### config.mk
export PLATFORM = sky130hd
export DESIGN_NAME = regfile_wb_arbiter
export DESIGN_NICKNAME = d
export VERILOG_FILES = /design/src/rtl/regfile_wb_arbiter.sv
export SDC_FILE = /design/constraint.sdc
export NUM_CORES = 1
export LEC_CHECK = 0
export CORE_MARGIN = 1
export CORE_UTILIZATION = 33
export DETAILED_ROUTE_END_ITERATION = 10
export PLACE_DENSITY = 0.86
export SKIP_LAST_GASP = 1
export SYNTH_ARGS = -nofsm -noshare
export SYNTH_HDL_FRONTEND = slang
export SYNTH_SLANG_ARGS = --single-unit
### constraint.sdc
create_clock -name clk -period 1.5 [get_ports clk]
set_input_delay 0.15 -clock clk [delete_from_list [all_inputs] [get_ports clk]]
set_output_delay 0.15 -clock clk [all_outputs]
set_load 0.02 [all_outputs]
### src/rtl/regfile_wb_arbiter.sv
// -----------------------------------------------------------------------------
// regfile_wb_arbiter
//
// Purpose:
//   Shares the single write port of the 32x32 register file between NREQ
//   writeback requesters (e.g. ALU, load unit, mul/div unit). Arbitration is
//   round-robin and combinational. The granted write is registered and
//   presented to the register file one cycle after the handshake. Writes to
//   register 0 complete their handshake but never raise regWrite. A saturating
//   counter records cycles in which two or more requesters competed.
//
// Ports:
//   clk             in   clock, rising edge
//   reset           in   asynchronous active-high reset
//   arb_en          in   1 = grants may be issued, 0 = arbitration frozen
//   req_valid       in   [NREQ]     per-requester request valid
//   req_reg         in   [NREQ*AW]  requester i destination at [i*AW +: AW]
//   req_data        in   [NREQ*DW]  requester i data at [i*DW +: DW]
//   req_ready       out  [NREQ]     one-hot grant (combinational)
//   regWrite        out  register file write enable (registered)
//   writeReg        out  [AW]       register file write address (registered)
//   writeData       out  [DW]       register file write data (registered)
//   grant_id        out  [IW]       requester owning the current output write
//   contention_cnt  out  [CW]       saturating count of contended cycles
// -----------------------------------------------------------------------------
module regfile_wb_arbiter #(
  parameter int NREQ = 3,
  parameter int DW   = 32,
  parameter int AW   = 5,
  parameter int CW   = 16,
  localparam int IW  = $clog2(NREQ)
) (
  input  logic               clk,
  input  logic               reset,
  input  logic               arb_en,
  input  logic [NREQ-1:0]    req_valid,
  input  logic [NREQ*AW-1:0] req_reg,
  input  logic [NREQ*DW-1:0] req_data,
  output logic [NREQ-1:0]    req_ready,
  output logic               regWrite,
  output logic [AW-1:0]      writeReg,
  output logic [DW-1:0]      writeData,
  output logic [IW-1:0]      grant_id,
  output logic [CW-1:0]      contention_cnt
);

  // Registered state
  logic [IW-1:0] rr_ptr_q, rr_ptr_d;
  logic          we_q;
  logic [AW-1:0] wreg_q;
  logic [DW-1:0] wdata_q;
  logic [IW-1:0] gid_q;
  logic [CW-1:0] cnt_q;

  // Arbitration results
  logic [NREQ-1:0] hi_mask;
  logic [NREQ-1:0] sel_vec;
  logic            gnt_found;
  logic [IW-1:0]   gnt_idx;
  logic [AW-1:0]   sel_reg;
  logic [DW-1:0]   sel_data;
  logic [3:0]      vcnt;
  logic            multi_valid;

  // Round-robin search: requests at or above rr_ptr take priority; if none
  // exist there the search wraps and the lowest valid index overall wins.
  always_comb begin
    hi_mask   = '0;
    gnt_found = 1'b0;
    gnt_idx   = '0;
    for (int i = 0; i < NREQ; i++) begin
      hi_mask[i] = req_valid[i] && (IW'(i) >= rr_ptr_q);
    end
    sel_vec = (|hi_mask) ? hi_mask : req_valid;
    for (int i = 0; i < NREQ; i++) begin
      if (!gnt_found && sel_vec[i]) begin
        gnt_found = 1'b1;
        gnt_idx   = IW'(i);
      end
    end
    // Grants are suppressed while frozen or held in reset; req_ready is
    // combinational so it must fall with reset without waiting for a clock.
    if (reset || !arb_en) begin
      gnt_found = 1'b0;
    end
  end

  always_comb begin
    req_ready = '0;
    for (int i = 0; i < NREQ; i++) begin
      req_ready[i] = gnt_found && (gnt_idx == IW'(i));
    end
  end

  // Only the granted requester's fields are selected, so unused (possibly X)
  // request fields never reach the output registers.
  always_comb begin
    sel_reg  = '0;
    sel_data = '0;
    for (int i = 0; i < NREQ; i++) begin
      if (gnt_idx == IW'(i)) begin
        sel_reg  = req_reg[i*AW +: AW];
        sel_data = req_data[i*DW +: DW];
      end
    end
  end

  always_comb begin
    vcnt = '0;
    for (int i = 0; i < NREQ; i++) begin
      vcnt = vcnt + 4'(req_valid[i]);
    end
    multi_valid = (vcnt >= 4'd2);
  end

  always_comb begin
    rr_ptr_d = rr_ptr_q;
    if (gnt_found) begin
      rr_ptr_d = (gnt_idx == IW'(NREQ - 1)) ? '0 : gnt_idx + IW'(1);
    end
  end

  always_ff @(posedge clk or posedge reset) begin
    if (reset) begin
      rr_ptr_q <= '0;
      we_q     <= 1'b0;
      wreg_q   <= '0;
      wdata_q  <= '0;
      gid_q    <= '0;
      cnt_q    <= '0;
    end else begin
      rr_ptr_q <= rr_ptr_d;
      if (gnt_found) begin
        // Register 0 is hardwired: the handshake completes but no write fires.
        we_q    <= (sel_reg != '0);
        wreg_q  <= sel_reg;
        wdata_q <= sel_data;
        gid_q   <= gnt_idx;
      end else begin
        we_q <= 1'b0;
      end
      if (arb_en && multi_valid && (cnt_q != {CW{1'b1}})) begin
        cnt_q <= cnt_q + CW'(1);
      end
    end
  end

  assign regWrite       = we_q;
  assign writeReg       = wreg_q;
  assign writeData      = wdata_q;
  assign grant_id       = gid_q;
  assign contention_cnt = cnt_q;

endmodule
==> results of run 1 <==
[cells in the mapped netlist, types with 3 or more instances]
library cell	instances
xor2_1	8
and3_1	4
a222oi_1	18
o22ai_1	10
clkbuf_1	10
xnor2_1	5
a22oi_1	28
nor2b_1	3
and2_1	3
dfrtp_1	57
a21o_1	4
nor2_1	19
a21oi_1	12
o21ai_0	26
buf_2	8
nand3_1	6
nand2_1	26
nor3_1	5
[worst max-delay path, stage by stage (launching register included)]
cell and delay, ns:
dfrtp_2 0.45, nand2b_4 0.16, a31o_4 0.23, buf_4 0.13
buf_6 0.13, nor2b_4 0.13, buf_6 0.12
[cells by family after synthesis]
family | synth area share, %
muxes | 0.753
DFF | 50.5
adders and majority gates | 0.885
buffers and inverters | 4.34
and+or+nand+nor | 14.1
AOI/OAI and AO/OA | 25.5
xor gates and xnor gates | 4.03
[power by group]
group          switching, uW  internal (uW)  total [uW]
sequential               196           1840        2040
combinational           1210           1400        2610
clock                    631           1150        1780
[stage by stage]
stage                     TNS [ns]  hold WS (ns)  cell area (sq um)  power (uW)
after global routing        -10.40         0.442               5670        6760
final                        -7.32         0.436               5670        6430
after CTS                    -4.33         0.414               5310        6250
after floorplan              -2.55         0.245               2900        3120
after global placement      -23.13         0.461               4980        4350
after detailed placement    -25.58         0.471               4980        4410
[state kept, by name, summed over array words and instances (netlist names)]
name	count
rr_ptr_q	1
contention_cnt	16
regWrite	1
writeData	32
grant_id	2
writeReg	5
[layer usage]
metal,up-vias,track usage [%]
met5,-,0
met4,0,8.84
met3,17,5.64
met2,144,39.1
met1,1516,23.5
li1,1509,-
[repair_timing]
item	in CTS	in global routing
cloned	0	4
setup buffers	5	12
setup endpoints to repair	70	69
pin swaps	30	36
gates resized for setup	59	52
[final timing paths]
| kind | slack [ns] | to |
|---|---|---|
| max | -0.33 | req_ready[0] |
| min | 0.44 | writeData[13]$_DFFE_PP0P_ |
| max reg2reg | -0.33 | writeData[22]$_DFFE_PP0P_ |
| min reg2reg | 0.48 | writeReg[3]$_DFFE_PP0P_ |
| max in group asynchronous | 0.49 | grant_id[0]$_DFFE_PP0P_ |
| min in group clk | 0.44 | writeData[2]$_DFFE_PP0P_ |
[layout make-up]
class / count / area, sq um / area share (%)
clock buffer: 11 / 141 / 2.49
clock inverter: 5 / 103 / 1.81
inverter: 2 / 11.3 / 0.199
multi-input combinational: 199 / 1530 / 26.9
sequential: 57 / 1430 / 25.2
tap: 105 / 131 / 2.32
timing repair buffer: 231 / 2330 / 41.0
==> qor.csv, run 1 <==
stage,metric,value,unit
drt,highest_layer,met4,
floorplan,die_area,8940,sq um
drt,drt_pass1_iterations,5,
global_routing,grt_usage,21.5,%
yosys,yosysWarnings,0,
yosys,syn_area_per_cell,10.1,sq um
yosys,synth-edff-count,0,
floorplan,initial_utilization,34.2,%
final_layout,diodes,0,
worst_setup_path,worst-endpoint-required,1.35,ns
timing,fin_crit_sh,122,%
final_layout,stdcell_count,610,
status,violations,negative setup slack,
drt,drcViolationCount,0,
global_routing,grt_overflow,0,
drt,routedWlPerCell,17.3,um
timing,period_minus_slack,1.83,ns
drt,drt-met1-wl,4180,um
timing,rsz0062_at_grt,true,
cts,cts_sinks,57,
worst_setup_path,cp-startpoint,grant_id[0]$_DFFE_PP0P_,
yosys,postSynthCellCount,280,
cts,cts_root_buf,clkbuf_8,
placed_design,dp_slack,-0.603,ns
yosys,seq_area_frac_synth,50.5,%
floorplan,die_h,94.5,um
pwr,ir_drop,720,uV
drt,route.met3.wl,896,um
drt,wl,10600,um
timing,timing.fmax,547,MHz
cts,cts_tree,built,
drt,final_antenna_net_count,0,
worst_setup_path,reg2reg_depth,7,
timing,setup_viol,44,
final_layout,area_growth,101,%
cts,ctsHoldBuffers,0,
timing,relSlewSlack,49.7,%
floorplan,num_io_pins,176,
yosys,synth.distinct_cells,40,
yosys,yosys.area.top_type,dfrtp_1,
global_routing,antenna_found_initial,0,
placed_design,gp_congestion,0.800,
worst_setup_path,cp-end-kind,primary output,
pwr,p_per_area,1130,nW/um^2
cts,clockBufferDepth,2,
yosys,netlist.area_leader.share,50.5,%
drt,first_iter_violations,91,
hold_path,min_path_type,input port to asynchronous set/reset pin,
final_layout,num-nets-final,619,
global_routing,grt_pass1_wl,14600,um
drt,via_per_inst,5.22,
status,outcome,"complete, but fails checks",
floorplan,fp.coreArea,8260,sq um
yosys,dominantRegCellSynth,dfrtp_1,
final_layout,drive_gt1_share,25.5,%
floorplan,rows,33,
final_layout,final_common_cell,clkdlybuf4s50_1,
timing,clock_skew,0.00904,ns
final_layout,final_cell_mix,"clkdlybuf4s50_1, dfrtp_1, buf_4",
final_layout,final_core_util,68.7,%
timing,worst_slew_pin_slew,0.754,ns
drt,vias,3186,
final_layout,fillers,626,
global_routing,grt_pass1_vias,3117,
drt,route.met2.wl,5290,um
yosys,synthTopCellsByArea,"dfrtp_1, a22oi_1, a222oi_1, o21ai_0, nand2_1",
flow_run,maxCapViolations,0,
floorplan,die_w,94.5,um
cts,clk_latency,0.33,ns
placed_design,dpl.cell_count,577,
worst_setup_path,worst-path-max-fanout,6,
timing,fin_ws,-0.329,ns
yosys,syn-num-nets,399,
placed_design,dp_hpwl,7080,um
timing,slew_viol_final,0,
yosys,async_reset_ff_share,100,%
placed_design,portBuffers,175,
cts,cts_made_buffers,9,
worst_setup_path,startpoint_type,register,
yosys,yosys_register_bits,57,
global_routing,grt_max_degree,58,
timing,final_hold_viol_count,0,
worst_setup_path,path_class,register to primary output,
pwr,p_leak,0.00257,uW
cts,path_clk_slew,0.07,ns
cts,htreeDepth,3,
worst_setup_path,crit_arrival,1.68,ns
worst_setup_path,r2r-start,grant_id[0]$_DFFE_PP0P_,
yosys,synthesis.area,2830,sq um
(Power assumes the default switching activity.)
==> inputs of run 2 (changes only) <==
--- a/config.mk
+++ b/config.mk
@@ -5,10 +5,13 @@
 export SDC_FILE = /design/constraint.sdc
 export NUM_CORES = 1
 export LEC_CHECK = 0
+export CELL_PAD_IN_SITES_DETAIL_PLACEMENT = 0
+export CELL_PAD_IN_SITES_GLOBAL_PLACEMENT = 1
 export CORE_MARGIN = 1
-export CORE_UTILIZATION = 33
+export CORE_UTILIZATION = 24
 export DETAILED_ROUTE_END_ITERATION = 10
-export PLACE_DENSITY = 0.86
+export GPL_TIMING_DRIVEN = 0
+export PLACE_DENSITY = 0.87
 export SKIP_LAST_GASP = 1
 export SYNTH_ARGS = -nofsm -noshare
 export SYNTH_HDL_FRONTEND = slang
==> constraint.sdc (replaced) <==
create_clock -name clk -period 1.5 [get_ports clk]
set_input_delay 0.375 -clock clk [delete_from_list [all_inputs] [get_ports clk]]
set_output_delay 0.375 -clock clk [all_outputs]
set_load 0.02 [all_outputs]
==> run 2 against run 1 <==
The run still ends with negative setup slack left. Sequential cell count did not move. Global-route usage fell by 2.7 points. Maximum frequency decreased by 10%. Die area up 37%. Worst setup slack got worse by 0.21 ns. Utilization down 18 points. Clock power is 26% higher. Cell count increased by 7.2%. Sequential power increased by 2%. First-iteration DRC count increased to 2.8 times the previous value. Wire length rose by 11%.
==> qor.csv, run 2 (synthesis results as in run 1) <==
stage,metric,value,unit
timing,relSlewSlack,49.4,%
floorplan,rows,39,
worst_setup_path,path_common_cell,buf_6,
final_layout,drive_gt1_share,28.4,%
status,violations,negative setup slack,
drt,via_per_inst,5.03,
final_layout,largest_register_ffs,32,
worst_setup_path,worst-path-max-fanout,6,
drt,routedWlPerCell,18.0,um
status,outcome,"complete, but fails checks",
worst_setup_path,path_class,register to primary output,
final_layout,final_common_cell,clkdlybuf4s50_1,
placed_design,dp_slack,-1.50,ns
cts,htreeDepth,3,
placed_design,portBuffers,175,
global_routing,grt_max_degree,30,
cts,cts_root_buf,clkbuf_16,
worst_setup_path,crit_arrival,1.66,ns
worst_setup_path,critPathMaxStageDelay,0.46,ns
timing,final_hold_viol_count,0,
global_routing,grt_pass1_vias,3343,
floorplan,die_w,111,um
worst_setup_path,crit_chain,"nand3b_1, a31o_1, buf_6, buf_8, nor2b_4, buf_6",
pwr,total_power,6810,uW
timing,period_minus_slack,2.04,ns
drt,first_iter_violations,255,
cts,cts_made_buffers,9,
final_layout,num-nets-final,625,
timing,timing.fmax,491,MHz
pwr,p_leak,0.00256,uW
global_routing,grt_pass1_wl,18000,um
drt,highest_layer,met4,
pwr,ir_drop,724,uV
cts,cts_tree,built,
floorplan,die_area,12200,sq um
worst_setup_path,worst-endpoint-required,1.12,ns
timing,setup_viol,53,
cts,clk_latency,0.32,ns
drt,drcViolationCount,0,
worst_setup_path,startpoint_type,register,
timing,worst_slew_pin_slew,0.755,ns
drt,vias,3288,
floorplan,initial_utilization,24.6,%
cts,clockBufferDepth,2,
timing,rsz0062_at_grt,true,
global_routing,grt_usage,18.8,%
global_routing,antenna_found_initial,0,
final_layout,area_growth,104,%
timing,slew_viol_final,0,
drt,wl,11800,um
timing,clock_skew,0.00723,ns
timing,fin_ws,-0.536,ns
drt,route.met2.wl,6170,um
global_routing,grt_overflow,0,
drt,final_antenna_net_count,0,
worst_setup_path,reg2reg_depth,7,
worst_setup_path,critPathSlowestCell,dfrtp_2,
floorplan,die_h,111,um
worst_setup_path,cp-end-kind,primary output,
floorplan,num_io_pins,176,
drt,drt-met1-wl,4660,um
cts,cts_sinks,57,
hold_path,min_path_type,input port to asynchronous set/reset pin,
drt,route.met3.wl,815,um
final_layout,final_cell_mix,"clkdlybuf4s50_1, dfrtp_1, dlygate4sd2_1",
pwr,p_per_area,1180,nW/um^2
placed_design,dp_hpwl,7820,um
flow_run,maxCapViolations,0,
timing,fin_crit_sh,136,%
cts,ctsHoldBuffers,0,
placed_design,gp_congestion,0.834,
cts,path_clk_slew,0.06,ns
drt,drt_pass1_iterations,5,
timing,hold_slack,0.411,ns
floorplan,fp.coreArea,11500,sq um
final_layout,diodes,0,
run 2: final timing paths:
path	from	to	slack (ns)
worst min-delay path	reset	writeReg[3]$_DFFE_PP0P_	0.41
worst min register to register	writeReg[2]$_DFFE_PP0P_	writeReg[2]$_DFFE_PP0P_	0.47
worst max register to register	rr_ptr_q[0]$_DFFE_PP0P_	regWrite$_DFF_PP0_	-0.44
min in group clk	writeReg[2]$_DFFE_PP0P_	writeReg[2]$_DFFE_PP0P_	0.47
max in group asynchronous	reset	contention_cnt[7]$_DFFE_PP0P_	0.59
worst max-delay path	rr_ptr_q[0]$_DFFE_PP0P_	req_ready[0]	-0.54
run 2: area by class of cell:
type / count / area, sq um
multi-input combinational: 199 / 1570
inverter: 2 / 11.3
timing repair inverter: 2 / 12.5
buffer: 21 / 201
tap: 143 / 179
clock buffer: 11 / 253
fill: 1073 / 5690
clock inverter: 5 / 77.6
sequential: 57 / 1430
timing repair buffer: 214 / 2040
run 2: where the power goes:
group | leakage, uW | internal (uW) | total [uW] | switching (uW)
clock | 0.000162 | 1540 | 2240 | 701
combinational | 0.00169 | 1260 | 2480 | 1220
sequential | 0.000708 | 1850 | 2090 | 236
run 2: critical path: cells and delay by family, from the launching register on:
family | cells | cell delay [ns]
AOI/OAI and AO/OA | 1 | 0.21
buffers and inverters | 3 | 0.37
DFF | 1 | 0.46
and+or+nand+nor | 2 | 0.30
run 2: layer usage:
metal / GRT usage, % / vias to the layer above
li1: - / 1526
met1: 21.8 / 1629
met2: 33.1 / 118
met3: 5.76 / 15
met4: 5.42 / 0
met5: 0 / -
run 2: through the flow:
stage / utilization, % / cells / cell area [sq um] / setup TNS (ns)
floorplan: - / 280 / 2890 / -5.05
global placement: 42.0 / 598 / 4820 / -72.55
detailed placement: 42.0 / 598 / 4820 / -80.13
CTS: 48.0 / 642 / 5500 / -12.26
global route: 50.4 / 654 / 5780 / -16.85
finish: 50.4 / 654 / 5780 / -12.74
run 2: what timing repair did:
action	4_1_cts	5_1_grt
endpoints found under the setup margin	173	66
gates cloned	4	1
setup buffers	24	14
pin swaps	32	47
resized for setup	153	67
